$ cat src/rtl/e_rref_hash_feeder_pkg.sv
// Shared definitions for the E_rref hash feeder: row geometry macros,
// derived stream/word sizes and the feeder FSM encoding.
// `M and `R may be overridden on the command line before this file is read.

`ifndef M
`define M 83
`endif
`ifndef R
`define R 7
`endif
`ifndef CLOG2
`define CLOG2(x) $clog2(x)
`endif

package e_rref_hash_feeder_pkg;

  localparam int M          = `M;                         // row width in bits
  localparam int R          = `R;                         // number of rows
  localparam int W          = 64;                         // absorb word (Keccak lane)
  localparam int RD_LAT     = 3;                          // address-to-data latency
  localparam int FIFO_DEPTH = RD_LAT + 1;

  localparam int TOTAL_BITS = R * M;
  localparam int NWORDS     = (TOTAL_BITS + W - 1) / W;
  localparam int LAST_NBITS = ((TOTAL_BITS % W) == 0) ? W : (TOTAL_BITS % W);

  localparam int AW    = `CLOG2(R);                       // row address width
  localparam int NBW   = `CLOG2(W + 1);                   // kc_nbits width
  localparam int ACC_W = W + M;                           // shift accumulator width
  localparam int ACW   = `CLOG2(ACC_W + 1);               // accumulator fill count
  localparam int RCW   = `CLOG2(R + 1);                   // row counters
  localparam int FCW   = `CLOG2(FIFO_DEPTH + 1);          // FIFO / in-flight counts

  typedef enum logic [1:0] {
    ST_IDLE  = 2'd0,
    ST_FETCH = 2'd1,
    ST_WAIT  = 2'd2
  } state_t;

endpackage

$ cat src/rtl/e_rref_hash_feeder_skid_fifo.sv
// feeder_skid_fifo: small circular buffer that catches rows returning from
// the read pipeline. Push and pop in the same cycle leave the count unchanged.
// clr empties the buffer synchronously at the start of a new hash.

module feeder_skid_fifo #(
  parameter int DEPTH = 4,
  parameter int WIDTH = 83
) (
  input  logic                       clk,
  input  logic                       rst_b,
  input  logic                       clr,
  input  logic                       push,
  input  logic [WIDTH-1:0]           din,
  input  logic                       pop,
  output logic [WIDTH-1:0]           dout,
  output logic [$clog2(DEPTH+1)-1:0] count
);

  localparam int PW = (DEPTH > 1) ? $clog2(DEPTH) : 1;
  localparam int CW = $clog2(DEPTH + 1);

  logic [WIDTH-1:0] mem [DEPTH];
  logic [PW-1:0]    wr_ptr;
  logic [PW-1:0]    rd_ptr;
  logic             do_push;
  logic             do_pop;

  function automatic logic [PW-1:0] ptr_inc(input logic [PW-1:0] p);
    return (p == PW'(DEPTH - 1)) ? '0 : p + 1'b1;
  endfunction

  assign do_pop  = pop && (count != '0);
  assign do_push = push && ((count != CW'(DEPTH)) || do_pop);
  assign dout    = mem[rd_ptr];

  // Storage write; contents need no reset because count guards every read.
  always_ff @(posedge clk) begin
    if (do_push) mem[wr_ptr] <= din;
  end

  // Pointer and occupancy bookkeeping.
  always_ff @(posedge clk or negedge rst_b) begin
    if (!rst_b) begin
      wr_ptr <= '0;
      rd_ptr <= '0;
      count  <= '0;
    end else if (clr) begin
      wr_ptr <= '0;
      rd_ptr <= '0;
      count  <= '0;
    end else begin
      if (do_push) wr_ptr <= ptr_inc(wr_ptr);
      if (do_pop)  rd_ptr <= ptr_inc(rd_ptr);
      case ({do_push, do_pop})
        2'b10:   count <= count + 1'b1;
        2'b01:   count <= count - 1'b1;
        default: count <= count;
      endcase
    end
  end

endmodule

$ cat src/rtl/e_rref_hash_feeder.sv
// e_rref_hash_feeder: on sha3_start, reads the R rows of E_rref (addresses
// 0..R-1), packs them LSB-first into W-bit absorb words for the Keccak core,
// then waits for kc_done and pulses sha3_finish. Never writes E_rref.
// Optional build macro FEEDER_LEN_PREFIX_EN: emit the message length R*M as
// an extra leading absorb word (kc_nbits=W) ahead of the row data.
//
// Absorb handshake: a word transfers on a rising edge where kc_valid and
// kc_ready are both 1; while kc_valid is 1 and kc_ready is 0, kc_data,
// kc_nbits and kc_last hold their values and kc_valid stays 1.

module e_rref_hash_feeder
  import e_rref_hash_feeder_pkg::*;
(
  input  logic           clk,
  input  logic           rst_b,
  input  logic           sha3_start,
  output logic           sha3_finish,
  output logic [AW-1:0]  sha3_mem_addr,
  output logic           sha3_mem_rw,
  input  logic [M-1:0]   sha3_mem_din,
  output logic           kc_start,
  output logic [W-1:0]   kc_data,
  output logic           kc_valid,
  output logic           kc_last,
  output logic [NBW-1:0] kc_nbits,
  input  logic           kc_ready,
  input  logic           kc_done,
  output state_t         dbg_state
);

`ifdef FEEDER_LEN_PREFIX_EN
  localparam int NWORDS_OUT = NWORDS + 1;
`else
  localparam int NWORDS_OUT = NWORDS;
`endif
  localparam int WCW = $clog2(NWORDS_OUT + 1);

  state_t           state, state_nxt;
  logic             start_acc, hs, acc_hs, issue, pop, push;
  logic             all_packed, last_word, word_ready;
  logic [RD_LAT:0]  lat_pipe;        // one bit per outstanding read, by age
  logic [FCW-1:0]   inflight, fifo_count;
  logic [FCW:0]     occupancy;
  logic [M-1:0]     fifo_dout;
  logic [RCW-1:0]   issue_cnt, rows_packed;
  logic [ACC_W-1:0] acc;             // bits above acc_cnt are always zero
  logic [ACW-1:0]   acc_cnt;
  logic [WCW-1:0]   words_sent;
  logic             prefix_pending;

  assign start_acc   = (state == ST_IDLE) && sha3_start;
  assign sha3_mem_rw = 1'b0;
  assign dbg_state   = state;
  assign push        = lat_pipe[RD_LAT];
  assign all_packed  = (rows_packed == RCW'(R));
  assign last_word   = (words_sent == WCW'(NWORDS_OUT - 1));
  assign occupancy   = {1'b0, inflight} + {1'b0, fifo_count};
  assign issue       = (state == ST_FETCH) && (issue_cnt < RCW'(R)) &&
                       (occupancy < (FCW+1)'(FIFO_DEPTH));
  assign pop         = (state == ST_FETCH) && (fifo_count != '0) && (acc_cnt < ACW'(W));
  assign word_ready  = (acc_cnt >= ACW'(W)) || (all_packed && (acc_cnt != '0));
  assign hs          = kc_valid && kc_ready;
  assign acc_hs      = hs && !prefix_pending;

  // Count reads still travelling through the memory latency.
  always_comb begin
    inflight = '0;
    for (int i = 0; i <= RD_LAT; i++) inflight = inflight + FCW'(lat_pipe[i]);
  end

  feeder_skid_fifo #(
    .DEPTH (FIFO_DEPTH),
    .WIDTH (M)
  ) u_fifo (
    .clk   (clk),
    .rst_b (rst_b),
    .clr   (start_acc),
    .push  (push),
    .din   (sha3_mem_din),
    .pop   (pop),
    .dout  (fifo_dout),
    .count (fifo_count)
  );

  // FSM state register.
  always_ff @(posedge clk or negedge rst_b) begin
    if (!rst_b) state <= ST_IDLE;
    else        state <= state_nxt;
  end

  // Next state: a new start is only accepted from IDLE.
  always_comb begin
    state_nxt = state;
    case (state)
      ST_IDLE:  if (sha3_start)    state_nxt = ST_FETCH;
      ST_FETCH: if (hs && kc_last) state_nxt = ST_WAIT;
      ST_WAIT:  if (kc_done)       state_nxt = ST_IDLE;
      default:                     state_nxt = ST_IDLE;
    endcase
  end

  // Absorb word presentation; driven purely from registered state so it holds under stall.
  always_comb begin
    kc_valid = 1'b0;
    kc_data  = '0;
    kc_nbits = '0;
    kc_last  = 1'b0;
    if (state == ST_FETCH) begin
      if (prefix_pending) begin
        kc_valid = 1'b1;
        kc_data  = W'(TOTAL_BITS);
        kc_nbits = NBW'(W);
        kc_last  = last_word;
      end else if (word_ready) begin
        kc_valid = 1'b1;
        kc_data  = acc[W-1:0];
        kc_nbits = last_word ? NBW'(LAST_NBITS) : NBW'(W);
        kc_last  = last_word;
      end
    end
  end

  // One-cycle pulses: core clear on entry to FETCH, finish after kc_done in WAIT.
  always_ff @(posedge clk or negedge rst_b) begin
    if (!rst_b) begin
      kc_start    <= 1'b0;
      sha3_finish <= 1'b0;
    end else begin
      kc_start    <= start_acc;
      sha3_finish <= (state == ST_WAIT) && kc_done;
    end
  end

  // Read issue: ascending addresses, address register holds when idle.
  always_ff @(posedge clk or negedge rst_b) begin
    if (!rst_b) begin
      issue_cnt     <= '0;
      sha3_mem_addr <= '0;
      lat_pipe      <= '0;
    end else begin
      lat_pipe <= {lat_pipe[RD_LAT-1:0], issue};
      if (start_acc) begin
        issue_cnt <= '0;
      end else if (issue) begin
        sha3_mem_addr <= issue_cnt[AW-1:0];
        issue_cnt     <= issue_cnt + 1'b1;
      end
    end
  end

  // Packer: append a row at the current fill level, or drain one word on handshake.
  // The two never coincide: a pop needs fewer than W bits, a data word needs W or
  // a final residue with every row already popped.
  always_ff @(posedge clk or negedge rst_b) begin
    if (!rst_b) begin
      acc         <= '0;
      acc_cnt     <= '0;
      rows_packed <= '0;
      words_sent  <= '0;
    end else if (start_acc) begin
      acc         <= '0;
      acc_cnt     <= '0;
      rows_packed <= '0;
      words_sent  <= '0;
    end else begin
      if (pop) begin
        acc         <= acc | (ACC_W'(fifo_dout) << acc_cnt);
        acc_cnt     <= acc_cnt + ACW'(M);
        rows_packed <= rows_packed + 1'b1;
      end else if (acc_hs) begin
        acc     <= acc >> W;
        acc_cnt <= acc_cnt - ACW'(kc_nbits);
      end
      if (hs) words_sent <= words_sent + 1'b1;
    end
  end

`ifdef FEEDER_LEN_PREFIX_EN
  // Length word goes out first; cleared by its own handshake.
  always_ff @(posedge clk or negedge rst_b) begin
    if (!rst_b)         prefix_pending <= 1'b0;
    else if (start_acc) prefix_pending <= 1'b1;
    else if (hs)        prefix_pending <= 1'b0;
  end
`else
  assign prefix_pending = 1'b0;
`endif

endmodule
$ cat config.mk
export PLATFORM = sky130hd
export DESIGN_NAME = e_rref_hash_feeder
export DESIGN_NICKNAME = d
export VERILOG_FILES = /design/src/rtl/e_rref_hash_feeder_pkg.sv /design/src/rtl/e_rref_hash_feeder_skid_fifo.sv /design/src/rtl/e_rref_hash_feeder.sv
export SDC_FILE = /design/constraint.sdc
export NUM_CORES = 1
export LEC_CHECK = 0
export CAP_MARGIN = 20
export CORE_MARGIN = 2
export CORE_UTILIZATION = 40
export CTS_BUF_LIST = sky130_fd_sc_hd__clkbuf_4 sky130_fd_sc_hd__clkbuf_8 sky130_fd_sc_hd__clkbuf_16
export CTS_CLUSTER_SIZE = 24
export DETAILED_ROUTE_END_ITERATION = 10
export HOLD_SLACK_MARGIN = 0.15
export PLACE_DENSITY = 0.53
export REMOVE_ABC_BUFFERS = 1
export SLEW_MARGIN = 20
export SYNTH_ARGS = -nofsm -noshare
export SYNTH_HDL_FRONTEND = slang
export SYNTH_SLANG_ARGS = --single-unit
$ cat constraint.sdc
create_clock -name clk -period 6.35 [get_ports clk]
set_clock_uncertainty 0.2 [all_clocks]
set_input_delay 0.635 -clock clk [delete_from_list [all_inputs] [get_ports clk]]
set_output_delay 0.635 -clock clk [all_outputs]
set_load 0.02 [all_outputs]
==> impl_summary.log, run 1 <==
INFO  metric rsz0062_at_grt = false
INFO  metric area_growth_syn_to_layout = 15.8%
INFO  metric grt_use_total = 26.3%
INFO  metric rows = 98
INFO  metric clk_sink_count = 515
INFO  metric critical_path_class = register to output port
INFO  metric insertedDiodeCount = 0
INFO  metric worstSetupEndpoint = kc_data[54]
INFO  metric ys_ff_latch = 515
INFO  metric worst-endpoint-required = 5.51 ns
INFO  metric number_of_antenna_violations_at_the_first_check_in_global_routing = 0
INFO  metric postLayoutSetupSlackWorst = 1.24 ns
INFO  metric max_freq = 196 MHz
INFO  metric synth_area_per_cell = 12.9 sq um
INFO  metric crit_chain = or2_1, o41a_1, o21ai_2, clkinv_2, and2_1, clkdlybuf4s50_1
INFO  metric layout_worst_path_cycle_share = 80.4%
INFO  metric status = finished clean
INFO  metric synth_cell_types = 74
INFO  metric yosysMostFrequentCell = sky130_fd_sc_hd__edfxtp_1
INFO  metric dp.final_hpwl = 69000 microns
INFO  metric timing.rr.start = acc_cnt[2]
INFO  metric clock_tree_root = sky130_fd_sc_hd__clkbuf_16
INFO  metric die_w = 273 microns
INFO  metric slew_violations = 0
INFO  metric cts_setup_buffers = 0
INFO  metric timing.critical_path.from = acc_cnt[2]
INFO  metric clock_insertion_delay_worst_skew = 0.64 ns
INFO  metric wl_per_cell = 29.7 microns
INFO  metric worst_setup_path_start_kind = register
INFO  metric post_cts_resize_count = 0
INFO  metric cts-hold-fix-buffers = 1
INFO  metric gp_congestion = 0.946
INFO  metric floorplan.io_pins = 169
INFO  metric category_of_cells_accounting_for_the_largest_share_of_critical_path_delay = buffers and inverters
INFO  metric synth_top_flop_cell = sky130_fd_sc_hd__edfxtp_1
INFO  metric ys_async_sr_fraction = 35.5%
INFO  metric drtPass1Iterations = 7
INFO  metric netlist_top_cells_count = 332 x sky130_fd_sc_hd__edfxtp_1, 228 x sky130_fd_sc_hd__mux4_2, 201 x sky130_fd_sc_hd__nand2_1
INFO  metric netlist.area_leader.share = 34.4%
INFO  metric final-hold-violation-count = 0
INFO  metric worstSetupPathDepth = 6
INFO  metric timing.critical_path.arrival = 4.27 ns
INFO  metric cts_tree = done
INFO  metric num-nets-final = 2438
INFO  metric rrSetupSlack = 1.60 ns
INFO  metric clk_pin_slew_worst_paths = 0.06 ns
INFO  metric synthCells = 2239
INFO  metric detailedRoute.firstIterationViolations = 2482
INFO  metric worst_r2r_path_depth = 10
INFO  metric max_stage_delay = 0.81 ns
INFO  metric route.antenna.remaining_nets = 0
INFO  metric synth_area = 0.0290 sq mm
INFO  metric num_vias = 20900
INFO  metric critical_path.n_buffers_inverters = 2
INFO  metric area_enclosed_by_the_die_boundary = 0.0747 sq mm
INFO  metric global_route_wire_length_before_repair = 145000 microns
INFO  metric post-route-drc-count = 0
INFO  metric wl = 98800 microns
INFO  metric classification_of_the_worst_slack_hold_path = register to register
INFO  metric cts_htree_levels = 2
INFO  metric die_y = 273 microns
INFO  metric ctsLongestPathBuffers = 3
INFO  metric report.final.setup_viol = 0
INFO  metric timing.max_cap.violations = 0
INFO  metric max_transition_margin = 25.9%
INFO  metric critPathMaxFanout = 68
INFO  metric timing_worst_slew_pin_value = 1.10 ns
INFO  metric cts_buffers = 57
INFO  metric buffer_ports.inserted = 163
INFO  metric synth_edf_count = 332
INFO  metric synth_top_cells_by_area = sky130_fd_sc_hd__edfxtp_1 34%, sky130_fd_sc_hd__mux4_2 18%, sky130_fd_sc_hd__dfrtp_1 16%, sky130_fd_sc_hd__mux2i_1 5.5%, sky130_fd_sc_hd__mux2_2 2.9%
INFO  metric timing.critical_path.slowest_stage_cell = sky130_fd_sc_hd__clkinv_2
INFO  metric grt_start_max_net_pins = 101
INFO  metric fillCellCount = 6420
INFO  metric grt_total_ovfl = 0
INFO  metric drt-vias-per-instance = 6.29
INFO  metric grt_pass1_vias = 20700
INFO  metric rr_endpoint = acc[32]
INFO  metric initial_core_util = 40.5%
INFO  metric core_region_area = 0.0716 sq mm
INFO  metric yosys_warnings = 0
INFO  metric layout-drive-gt1-share = 20.4%
INFO  metric final_period_minus_worst_setup_slack = 5.11 ns
INFO  metric crit_end_element = output port
INFO  metric place_ws = 1.87 ns
INFO  metric ys_seq_area_share = 50.2%
INFO  metric netlist.top_cell.by_area = sky130_fd_sc_hd__edfxtp_1
-- worst register-to-register path: stages, from the launching register on --
cell	delay [ns]
sky130_fd_sc_hd__dfrtp_2	0.42
sky130_fd_sc_hd__or2_1	0.40
sky130_fd_sc_hd__o41a_1	0.48
sky130_fd_sc_hd__o21ai_2	0.40
sky130_fd_sc_hd__clkinv_2	0.81
sky130_fd_sc_hd__nand2_1	0.34
sky130_fd_sc_hd__buf_4	0.39
sky130_fd_sc_hd__nand2_1	0.65
sky130_fd_sc_hd__nand2_1	0.26
sky130_fd_sc_hd__a21oi_1	0.07
sky130_fd_sc_hd__o221a_1	0.23
-- how the worst min path moves through the flow --
stage / startpoint / end / depth (start not counted)
after floorplan: rst_b / acc[0] / 0
after global placement: lat_pipe[2] / lat_pipe[3] / 0
after detailed placement: lat_pipe[2] / lat_pipe[3] / 0
after CTS: lat_pipe[2] / lat_pipe[3] / 0
after global routing: lat_pipe[2] / lat_pipe[3] / 0
final: lat_pipe[2] / lat_pipe[3] / 0
-- area by class of cell --
cell class / instances / area, sq um / share of cell area, %
clock inverter: 31 / 367 / 1.09
tap: 950 / 1190 / 3.54
multi-input combinational: 1516 / 13600 / 40.5
timing repair buffer: 211 / 2140 / 6.36
inverter: 30 / 114 / 0.339
clock buffer: 73 / 1610 / 4.81
sequential: 515 / 14600 / 43.4
-- layout by cell type, fill, tap and decap left out, types with 36 or more instances in the layout --
cell type                         instances
sky130_fd_sc_hd__buf_4                   36
sky130_fd_sc_hd__clkdlybuf4s50_1        162
sky130_fd_sc_hd__a21oi_1                121
sky130_fd_sc_hd__clkbuf_16               59
sky130_fd_sc_hd__mux2_2                  74
sky130_fd_sc_hd__nor2_1                 166
sky130_fd_sc_hd__nand2_1                199
sky130_fd_sc_hd__mux4_2                 228
sky130_fd_sc_hd__edfxtp_1               332
sky130_fd_sc_hd__a22oi_1                 38
sky130_fd_sc_hd__dfrtp_1                176
sky130_fd_sc_hd__o21ai_0                 99
sky130_fd_sc_hd__mux2i_1                160
sky130_fd_sc_hd__and2_1                  72
-- sequential cells by signal, indices dropped and copies added (netlist names) --
register,count
rows_packed,3
kc_start,1
u_fifo.rd_ptr,2
sha3_finish,1
acc_cnt,8
u_fifo.mem,332
words_sent,4
u_fifo.wr_ptr,2
u_fifo.count,3
lat_pipe,4
sha3_mem_addr,3
dbg_state,2
acc,147
issue_cnt,3
-- layer usage --
layer / track usage [%] / wire length [microns]
met4: 9.15 / 3670
met2: 41.3 / 46000
met3: 4.15 / 7210
met5: 0 / 0
met1: 37.4 / 41900
-- per-stage QoR --
step	setup TNS [ns]	hold WS, ns	instance area (sq um)	utilization [%]	instances
after floorplan	-346.68	0.139	28200	-	2061
after global placement	0	0.167	31600	44.1	3221
after detailed placement	0	0.168	31600	44.1	3221
after CTS	0	0.202	33600	46.9	3326
after global routing	0	0.209	33600	46.9	3326
final	0	0.194	33600	46.9	3326
-- logic make-up (layout without fill, tap and decap cells) --
| group | count (synthesis) | count (layout) | synth area share (%) |
|---|---|---|---|
| simple gates | 524 | 524 | 7.95 |
| flops | 515 | 515 | 50.2 |
| fa+ha+maj | 21 | 21 | 0.971 |
| xor+xnor | 9 | 9 | 0.272 |
| compound gates | 494 | 494 | 11.3 |
| buf+inv | 212 | 345 | 3.20 |
| other cells | 1 | 5 | 0.0129 |
| mux | 463 | 463 | 26.1 |
Power of run 1 is not shown: default switching activity piles up to over one toggle a cycle in this logic, so the estimate is an artifact.
==> run 2: changes to the inputs <==
==> constraint.sdc (replaced) <==
create_clock -name clk -period 5.05 [get_ports clk]
set_clock_uncertainty 0.2 [all_clocks]
set_input_delay 0.505 -clock clk [delete_from_list [all_inputs] [get_ports clk]]
set_output_delay 0.505 -clock clk [all_outputs]
set_load 0.02 [all_outputs]
==> run 2 against run 1 <==
  * Non-clock buffer count up 34
  * Hold slack worse by 0.0070 ns
  * Flip-flop and latch count unchanged
  * First-iteration DRC count up 13%
  * Via count up 2.2%
  * Routed wire length up 1.3%
  * Register-to-register slack worse by 0.82 ns
  * Final cell count up 1.1%
  * Setup slack worse by 0.57 ns
  * Utilization up 0.17 points
  * Global-route usage up 0.37 points
  * Clock-buffer cell count down 7
  * Critical path type unchanged
  * Critical endpoint unchanged
==> impl_summary.log, run 2 (synthesis gave the netlist of run 1 again) <==
INFO  metric status = finished clean (unchanged)
INFO  metric initial_core_util = 40.5% (unchanged)
INFO  metric crit_chain = o41a_1, o21ai_2, buf_4, inv_2, buf_4, and2_1, clkdlybuf4s50_1 (was or2_1, o41a_1, o21ai_2, clkinv_2, and2_1, clkdlybuf4s50_1)
INFO  metric report.final.setup_viol = 0 (unchanged)
INFO  metric layout_worst_path_cycle_share = 86.7%
INFO  metric largest_register_ffs = 332 (unchanged)
INFO  metric ctsLongestPathBuffers = 3 (unchanged)
INFO  metric drtPass1Iterations = 8 (was 7)
INFO  metric registers.top_by_ff_count = u_fifo.mem (unchanged)
INFO  metric timing.max_cap.violations = 0 (unchanged)
INFO  metric max_transition_margin = 32.5% (was 25.9%)
INFO  metric fillCellCount = 6375 (was 6420)
INFO  metric number_of_antenna_violations_at_the_first_check_in_global_routing = 0 (unchanged)
INFO  metric cts_buffers = 58 (was 57)
INFO  metric layout-drive-gt1-share = 21.4% (was 20.4%)
INFO  metric layout.cells.most_common = sky130_fd_sc_hd__edfxtp_1 (unchanged)
INFO  metric global_route_wire_length_before_repair = 148000 microns (was 145000 microns)
INFO  metric critical_path_class = register to output port (unchanged)
INFO  metric cts_setup_buffers = 0 (unchanged)
INFO  metric area_growth_syn_to_layout = 16.2% (was 15.8%)
INFO  metric rows = 98 (unchanged)
INFO  metric worst-endpoint-required = 4.35 ns (was 5.51 ns)
INFO  metric drt-vias-per-instance = 6.36 (was 6.29)
INFO  metric clk_sink_count = 515 (unchanged)
INFO  metric rsz0062_at_grt = false (unchanged)
INFO  metric clock_insertion_delay_worst_skew = 0.64 ns (about the same)
INFO  metric wl_per_cell = 29.8 microns (was 29.7 microns)
INFO  metric largestRegisters = u_fifo.mem: 332 flops, acc: 147 flops, acc_cnt: 8 flops (unchanged)
INFO  metric num_vias = 21400 (was 20900)
INFO  metric gp_congestion = 0.946 (about the same)
INFO  metric post-route-drc-count = 0 (unchanged)
INFO  metric critPathMaxFanout = 66 (was 68)
INFO  metric grt_total_ovfl = 0 (unchanged)
INFO  metric final_period_minus_worst_setup_slack = 4.38 ns
INFO  metric max_stage_delay = 0.96 ns (was 0.81 ns)
INFO  metric grt_use_total = 26.7% (was 26.3%)
INFO  metric area_enclosed_by_the_die_boundary = 0.0747 sq mm (unchanged)
INFO  metric insertedDiodeCount = 0 (unchanged)
INFO  metric grt_pass1_vias = 21300 (was 20700)
INFO  metric route.antenna.remaining_nets = 0 (unchanged)
INFO  metric cts_htree_levels = 2 (unchanged)
INFO  metric slew_violations = 0 (unchanged)
INFO  metric timing_worst_slew_pin_value = 1.01 ns (was 1.10 ns)
INFO  metric place_ws = 0.870 ns (was 1.87 ns)
INFO  metric worst_setup_path_start_kind = register (unchanged)
INFO  metric clk_pin_slew_worst_paths = 0.06 ns (about the same)
INFO  metric floorplan.io_pins = 169 (unchanged)
INFO  metric timing.critical_path.slowest_stage_cell = sky130_fd_sc_hd__dfrtp_4 (was sky130_fd_sc_hd__clkinv_2)
INFO  metric die_y = 273 microns (unchanged)
INFO  metric cts_tree = done (unchanged)
INFO  metric timing.critical_path.arrival = 3.68 ns (was 4.27 ns)
INFO  metric detailedRoute.firstIterationViolations = 2817 (was 2482)
INFO  metric num-nets-final = 2473 (was 2438)
INFO  metric dp.final_hpwl = 71300 microns (was 69000 microns)
INFO  metric postLayoutSetupSlackWorst = 0.670 ns (was 1.24 ns)
INFO  metric core_region_area = 0.0716 sq mm (unchanged)
INFO  metric crit_end_element = output port (unchanged)
INFO  metric clock_tree_root = sky130_fd_sc_hd__clkbuf_16 (unchanged)
INFO  metric most_used_cells_in_the_layout_excluding_fill_and_tap_cells = 332 x sky130_fd_sc_hd__edfxtp_1, 228 x sky130_fd_sc_hd__mux4_2, 199 x sky130_fd_sc_hd__nand2_1 (unchanged)
INFO  metric critical-path-top-cell-by-count = sky130_fd_sc_hd__buf_4
INFO  metric final-hold-violation-count = 0 (unchanged)
INFO  metric die_w = 273 microns (unchanged)
INFO  metric max_freq = 228 MHz
INFO  metric grt_start_max_net_pins = 101 (unchanged)
INFO  metric classification_of_the_worst_slack_hold_path = register to register (unchanged)
INFO  metric wl = 100000 microns (was 98800 microns)
INFO  metric buffer_ports.inserted = 163 (unchanged)
## run 2: cell count changes in the layout (fill, tap and decap cells not counted), sizes merged
cell / previous run / this run
clkinv: 17 / 26
clkbuf: 74 / 67
inv: 32 / 35
clkinvlp: 4 / 6
buf: 47 / 81
bufinv: 8 / 4
## run 2: path summary, 6_finish.rpt
kind                                        from            end  slack [ns]  depth (start not counted)
worst max-delay path                  acc_cnt[0]    kc_data[54]        0.67                          7
worst min-delay path                 lat_pipe[2]    lat_pipe[3]        0.19                          0
worst max register to register  u_fifo.rd_ptr[1]        acc[83]        0.78                          9
worst min register to register       lat_pipe[2]    lat_pipe[3]        0.19                          0
max in group asynchronous                  rst_b     acc_cnt[0]        3.16                          3
min in group asynchronous                  rst_b  words_sent[0]        0.28                          2
## run 2: critical path, delay by kind of cell (launching register included)
kind            cells  cell delay, ns
flops               1            0.96
simple gates        1            0.26
buf+inv             4            1.38
compound gates      2            0.40
## run 2: stage by stage
step	cell area [sq um]	setup TNS [ns]	utilization [%]	std cells	hold WS, ns
after global placement	31800	0	44.4	3255	0.168
after global routing	33700	0	47.0	3363	0.214
after detailed placement	31800	0	44.4	3255	0.170
after floorplan	28200	-602.29	-	2061	0.00941
after CTS	33700	0	47.0	3363	0.190
final	33700	0	47.0	3363	0.187
## run 2: cell type report
class | count | area (sq um) | share of cell area [%]
flip-flops and latches | 515 | 14600 | 43.2
multi-input cells | 1516 | 13600 | 40.3
repair buffers | 245 | 2390 | 7.10
clock buffers | 66 | 1510 | 4.49
well taps | 950 | 1190 | 3.53
clock inverters | 41 | 347 | 1.03
inverters | 30 | 113 | 0.334
## run 2: layer usage
metal	vias to the layer above	track usage, %	wire length [microns]	share of wire, %
li1	9045	-	-	-
met1	11000	37.1	41200	41
met2	1171	42.5	47100	47
met3	168	4.76	8590	8.6
met4	0	8.87	3170	3.2
met5	-	0	0	0
## run 2: repair_timing
action	4_1_cts	5_1_grt
resized for setup	0	0
setup endpoints to repair	0	0
endpoints found under the hold margin	91	0
hold buffers	1	0
Power of run 2 is left out for the same reason.
